--- config.mk ---
export PLATFORM = sky130hd
export DESIGN_NAME = vco_array
export DESIGN_NICKNAME = d
export VERILOG_FILES = /design/src/rtl/vco_array.sv
export SDC_FILE = /design/constraint.sdc
export NUM_CORES = 1
export LEC_CHECK = 0
export CORE_MARGIN = 4
export CORE_UTILIZATION = 55
export CTS_CLUSTER_SIZE = 16
export DETAILED_ROUTE_END_ITERATION = 8
export PLACE_DENSITY_LB_ADDON = 0.3
export SYNTH_ARGS = -nofsm -noshare
export SYNTH_HDL_FRONTEND = slang
export SYNTH_SLANG_ARGS = --single-unit
--- constraint.sdc ---
create_clock -name clk -period 9.4 [get_ports clk]
set_clock_uncertainty 0.15 [all_clocks]
set_input_delay 2.35 -clock clk [delete_from_list [all_inputs] [get_ports clk]]
set_output_delay 2.35 -clock clk [all_outputs]
set_load 0.01 [all_outputs]
--- src/rtl/vco_array.sv ---
// vco_array -- multi-channel digital VCO behavioural model.
//
// Each channel turns an unsigned control word into a phase increment via
// T = F0 + K*v_in (saturated to the accumulator range) and integrates that
// increment in a wrapping phase accumulator. In glide mode the increment
// register slews toward T by at most SLEW per cycle.
//
// Ports:
//   clk     rising-edge clock
//   rst     synchronous reset, active low
//   v_in    packed control words, channel c at [c*V_W +: V_W]
//   en      per-channel accumulate enable
//   glide   1 = slew-limited tuning on all channels, 0 = direct tuning
//   v_out   packed phase accumulators, channel c at [c*ACC_W +: ACC_W]
//   sq_out  MSB of each channel's accumulator
//   wrap    one-cycle pulse on accumulator overflow, per channel
module vco_array #(
  parameter int unsigned      N_CH  = 2,
  parameter int unsigned      V_W   = 8,
  parameter int unsigned      ACC_W = 25,
  parameter logic [ACC_W-1:0] F0    = '0,
  parameter int unsigned      K     = 1,
  parameter int unsigned      SLEW  = 16
) (
  input  logic                    clk,
  input  logic                    rst,
  input  logic [N_CH*V_W-1:0]     v_in,
  input  logic [N_CH-1:0]         en,
  input  logic                    glide,
  output logic [N_CH*ACC_W-1:0]   v_out,
  output logic [N_CH-1:0]         sq_out,
  output logic [N_CH-1:0]         wrap
);

  // Working width for the tuning law: wide enough for F0 + K*v_in without
  // overflow (K is a 32-bit multiplier), plus one guard bit.
  localparam int unsigned PW = V_W + 32;
  localparam int unsigned TW = ((ACC_W > PW) ? ACC_W : PW) + 1;

  localparam logic [TW-1:0] INC_MAX = TW'({ACC_W{1'b1}});
  localparam logic [TW-1:0] SLEW_T  = TW'(SLEW);

  logic [ACC_W-1:0] acc_q [N_CH];
  logic [ACC_W-1:0] acc_d [N_CH];
  logic [ACC_W-1:0] inc_q [N_CH];
  logic [ACC_W-1:0] inc_d [N_CH];
  logic [N_CH-1:0]  wrap_q;
  logic [N_CH-1:0]  wrap_d;

  logic [TW-1:0]    tgt;
  logic [TW-1:0]    cur;
  logic [TW-1:0]    nxt;
  logic [ACC_W:0]   sum;

  always_comb begin
    tgt    = '0;
    cur    = '0;
    nxt    = '0;
    sum    = '0;
    wrap_d = '0;
    for (int unsigned c = 0; c < N_CH; c++) begin
      acc_d[c] = acc_q[c];
      inc_d[c] = inc_q[c];

      // Target increment, saturated rather than wrapped.
      tgt = TW'(F0) + TW'(K) * TW'(v_in[c*V_W +: V_W]);
      if (tgt > INC_MAX) begin
        tgt = INC_MAX;
      end

      // Increment register: direct load, or a bounded step toward target.
      // It retunes regardless of en so a paused channel keeps tracking.
      cur = TW'(inc_q[c]);
      if (!glide) begin
        nxt = tgt;
      end else if (tgt > cur) begin
        nxt = ((tgt - cur) > SLEW_T) ? (cur + SLEW_T) : tgt;
      end else begin
        nxt = ((cur - tgt) > SLEW_T) ? (cur - SLEW_T) : tgt;
      end
      inc_d[c] = nxt[ACC_W-1:0];

      // Phase accumulator integrates the increment held before this edge,
      // so a new increment first shows up one edge after it is loaded.
      if (en[c]) begin
        sum       = {1'b0, acc_q[c]} + {1'b0, inc_q[c]};
        acc_d[c]  = sum[ACC_W-1:0];
        wrap_d[c] = sum[ACC_W];
      end
    end
  end

  always_ff @(posedge clk) begin
    if (!rst) begin
      for (int unsigned c = 0; c < N_CH; c++) begin
        acc_q[c] <= '0;
        inc_q[c] <= '0;
      end
      wrap_q <= '0;
    end else begin
      for (int unsigned c = 0; c < N_CH; c++) begin
        acc_q[c] <= acc_d[c];
        inc_q[c] <= inc_d[c];
      end
      wrap_q <= wrap_d;
    end
  end

  // Outputs are pure register taps.
  always_comb begin
    v_out  = '0;
    sq_out = '0;
    for (int unsigned c = 0; c < N_CH; c++) begin
      v_out[c*ACC_W +: ACC_W] = acc_q[c];
      sq_out[c]               = acc_q[c][ACC_W-1];
    end
  end

  assign wrap = wrap_q;

endmodule

Word-level counts from Yosys, hierarchy flattened
Memories as Yosys holds them, arrays and structs flattened.
Index checks and enable logic that the tools add are counted.
{ "totals": {"memories": 2, "output_inout_bits": 54, "inputBits": 21, "rom_bits": 0, "wordCells": 46, "ramBits": 100, "regBits": 2, "latchBits": 0} }
{ "op_classes": {"div": 0, "n_eq_ne": 0, "n_lt_le_gt_ge": 8, "reduce_logical": 2, "n_addsub": 10, "shifts": 0, "n_mul": 0, "muxes": 18, "n_bitwise": 4} }
{ "mem_list": {"columns": ["name", "words", "word_bits", "read_ports", "rd_ports_with_merged_regs", "wr", "line_no", "rtl"], "rows": [
  ["acc_q", 2, 25, 2, 0, 2, "43", "logic [ACC_W-1:0] acc_q [N_CH];"],
  ["inc_q", 2, 25, 2, 0, 2, "45", "logic [ACC_W-1:0] inc_q [N_CH];"]
]} }
{ "op_table": {"columns": ["op", "count"], "rows": [
  ["2-to-1 mux 25 bit", 16],
  ["greater-than comparator 41 x 5 -> 1 bit (second input constant)", 4],
  ["greater-than comparator 41 x 25 -> 1 bit", 2],
  ["subtractor 25 x 41 -> 41 bit", 2],
  ["subtractor 41 x 25 -> 41 bit", 2],
  ["adder 25 x 25 -> 26 bit", 2],
  ["adder 25 x 5 -> 25 bit (second input constant)", 2],
  ["greater-than comparator 8 x 25 -> 1 bit (second input constant)", 2],
  ["subtractor 25 x 5 -> 25 bit (second input constant)", 2],
  ["OR 1 bit", 4],
  ["AND reduction 2 bit", 2],
  ["2-to-1 mux 1 bit", 2]
]} }

Longest topological paths before layout
{ "logic_depth": {"depth_word": 8, "mapped_depth": 14, "ltp_nobuf": 13} }

Worst setup path after synthesis
No wires, ideal clock.
{ "synth_timing": {"kind": "input to register", "start": "in v_in[10]", "end": "mem inc_q[1][7] (netlist: inc_q[0][32])", "n_path_buf": 2, "setup_ps": 127, "path_slack_ps": 4053, "arrival_time_ps": 5070, "path_stages": 13, "required_time_ps": 9123, "cell_sequence": "inv_1 > ha_1 > buf_6 > o211ai_2 > a21oi_2 > o2111ai_2 > o211ai_2 > or4_1 > a211o_1 > or4_1 > buf_2 > and3_1 > or3_1"} }
{ "synth_rtl": {"columns": ["item", "line_no", "rtl"], "rows": [
  ["from (decl)", "27", "input logic [N_CH*V_W-1:0] v_in,"],
  ["to (decl)", "45", null]
]} }

==> reports/results.txt <==
Pwr Total: 3.05 mW
Area Overhead vs Synth: 12.9%
CTS tree: built
Final period util: 63.8%
simple-gate area share of the yosys netlist: 22.7%
Placement Setup Slack: 3.10 ns
fmax: 0.167 GHz
num rows: 45
post-synth top area share: 23.7%
RSZ-0062 raised after global routing: false
Starting Density: 56.5%
DR vias: 8204
setup TNS: 0 ns
Most used DFF post-synth: dfxtp_1
yosys warns: 0
hpwl dp: 17000 um
Final Cell Area: 9740 sq um
die width: 133 um
power per cell area: 313 nW/um^2
first-pass GRT wire length: 36600 um
Seq/Total Area, Yosys: 23.7%
Crit. End Element: flip-flop
Post-Synthesis Cells: 1103
Final Slew Violations: 0
# IOs: 75
Lkg Pwr: 4.31 nW
Final Non-Filler Cells: 1365
most frequent cells in the layout: nor2_1, dfxtp_1, ha_1
kind of critical path: in2reg
crit path max fanout: 16
post-synthesis compound-gate area fraction: 22.6%
Via-to-Cell Ratio: 6.01
GR Util All Layers: 24.7%
Final ANT Viol Nets: 0
Net Count, Synth: 1214
most common cell after layout, fill and taps aside: nor2_1
area share of fa/ha/maj cells after synthesis: 13.4%
CTS Buf Count: 9
Hold/Removal Path Class: reg2reg
H-tree levels: 3
final worst slack: 3.40 ns
die area: 17800 sq um
DRC viols: 0
xor/xnor share of the synthesized area: 8.02%
CTS resizes: 0
mux cell area share after synthesis: 4.68%
Avg Synthesized Cell Area: 7.82 sq um
post-synthesis async set-or-reset flop share: 0%
synth top area cells: dfxtp_1, ha_1, xnor2_1
number of synthesized flops with an enable pin: 0
outcome: completed
worst rel slew slack: 39.8%
Slew @ Worst Pin: 0.898 ns
DIE HEIGHT: 133 um
hold buffer count at cts: 0
Cell Area, Placed: 9460 sq um
Initial DRT Pass Iterations: 5
DR iter-0 viols: 436
filler instances: 1350
n_diodes: 0
Final nets: 1260
initial antenna violation count: 0
DR WL/cell: 16.3 um
postcts setup bufs: 0
gpl congestion: 0.946
CTS root buf: clkbuf_16
Yosys top cell by area: dfxtp_1
Core Footprint: 15300 sq um
grt total ovfl: 0
mapped cell area: 8630 sq um
share of cells above drive strength 1: 4.33%
Final Core Density: 63.8%
Worst EP arrival: 6.07 ns
final hold vios: 0
clock buffer depth: 2
Total Wirelength: 22300 um
worst vdd ir: 0.169 mV
Hold WS: 0.351 ns
CP startpoint kind: input port
Clk pin slew, worst setup/hold paths: 0.07 ns
WP data required: 9.47 ns
Tmin final: 6.00 ns
largest family of logic cells by synthesized area: simple AND/OR/NAND/NOR gates
clk sinks: 102
vias in the first global route: 7611
setup violators final: 0
Yosys cell types: 77
number of cells after detailed placement: 1349
synthesized flop and latch total: 102
MaxCap Viol Count: 0
I/O Buffers: 74
largest net degree at the start of global routing: 51
clock latency on the worst-skew pair: 0.36 ns
==> report_power, final <==
group	switching [mW]	leakage, nW	internal (mW)	total (mW)
logic	1.07	3.34	0.855	1.93
registers	0.200	0.831	0.554	0.754
clock network	0.177	0.134	0.189	0.366
total	1.45	4.31	1.60	3.05
==> final cells by class <==
class / instances / area, sq um / area share (%)
timing repair buffer: 78 / 766 / 7.86
sequential: 102 / 2040 / 21.0
tap: 211 / 264 / 2.71
multi-input combinational: 895 / 6150 / 63.2
clock buffer: 12 / 246 / 2.53
clock inverter: 4 / 30.0 / 0.308
inverter: 63 / 236 / 2.43
==> layer usage <==
| layer | vias up | track usage [%] | part of all wire [%] |
|---|---|---|---|
| met5 | - | 0 | 0 |
| met4 | 0 | 6.63 | 2.2 |
| met3 | 45 | 4.61 | 5.3 |
| met2 | 216 | 43.2 | 49 |
| met1 | 3885 | 31.2 | 44 |
| li1 | 4058 | - | - |
==> synthesized netlist by cell type, types with 11 or more instances <==
cell type	instances
xnor2_1	53
a31oi_1	18
nor3_1	27
ha_1	86
inv_1	63
nor2b_1	21
nor2_1	123
nand2_1	85
o211ai_1	11
dfxtp_1	102
and3_1	14
o21ai_0	56
clkbuf_1	26
mux2i_1	37
a21o_1	30
a211oi_1	14
nand2b_1	12
xor2_1	26
o21a_1	15
nand3_1	36
a21oi_1	71
==> final timing paths <==
path	start	to	slack [ns]	cells after the start
worst min-delay path	acc_q[0][30]$_SDFFE_PN0P_	acc_q[0][30]$_SDFFE_PN0P_	0.35	2
worst min register to register	acc_q[0][30]$_SDFFE_PN0P_	acc_q[0][30]$_SDFFE_PN0P_	0.35	2
worst max register to register	inc_q[0][32]$_SDFF_PN0_	inc_q[0][45]$_SDFF_PN0_	5.58	10
worst max-delay path	v_in[13]	inc_q[0][45]$_SDFF_PN0_	3.40	12
==> registers in the layout, indices dropped and copies added, names as in the netlist <==
| name | count |
|---|---|
| inc_q | 50 |
| acc_q | 50 |
| wrap | 2 |
==> critical path: stages <==
cell	delay, ns
clkdlybuf4s50_1	0.56
inv_1	0.09
ha_1	0.53
nand4_1	0.23
a2111oi_2	0.47
nor3_1	0.11
xor2_1	0.16
a21oi_1	0.14
o2111ai_1	0.16
or4_1	0.69
nand2_1	0.47
nor2_1	0.11
==> logic make-up (layout without fill, tap and decap cells) <==
kind of cell,after synthesis,in the layout
muxes,40,40
xor gates and xnor gates,79,79
buffers and inverters,106,157
adders and majority gates,90,90
and+or+nand+nor,394,394
DFF,102,102
AOI/OAI and AO/OA,292,292
(Power assumes the default switching activity.)
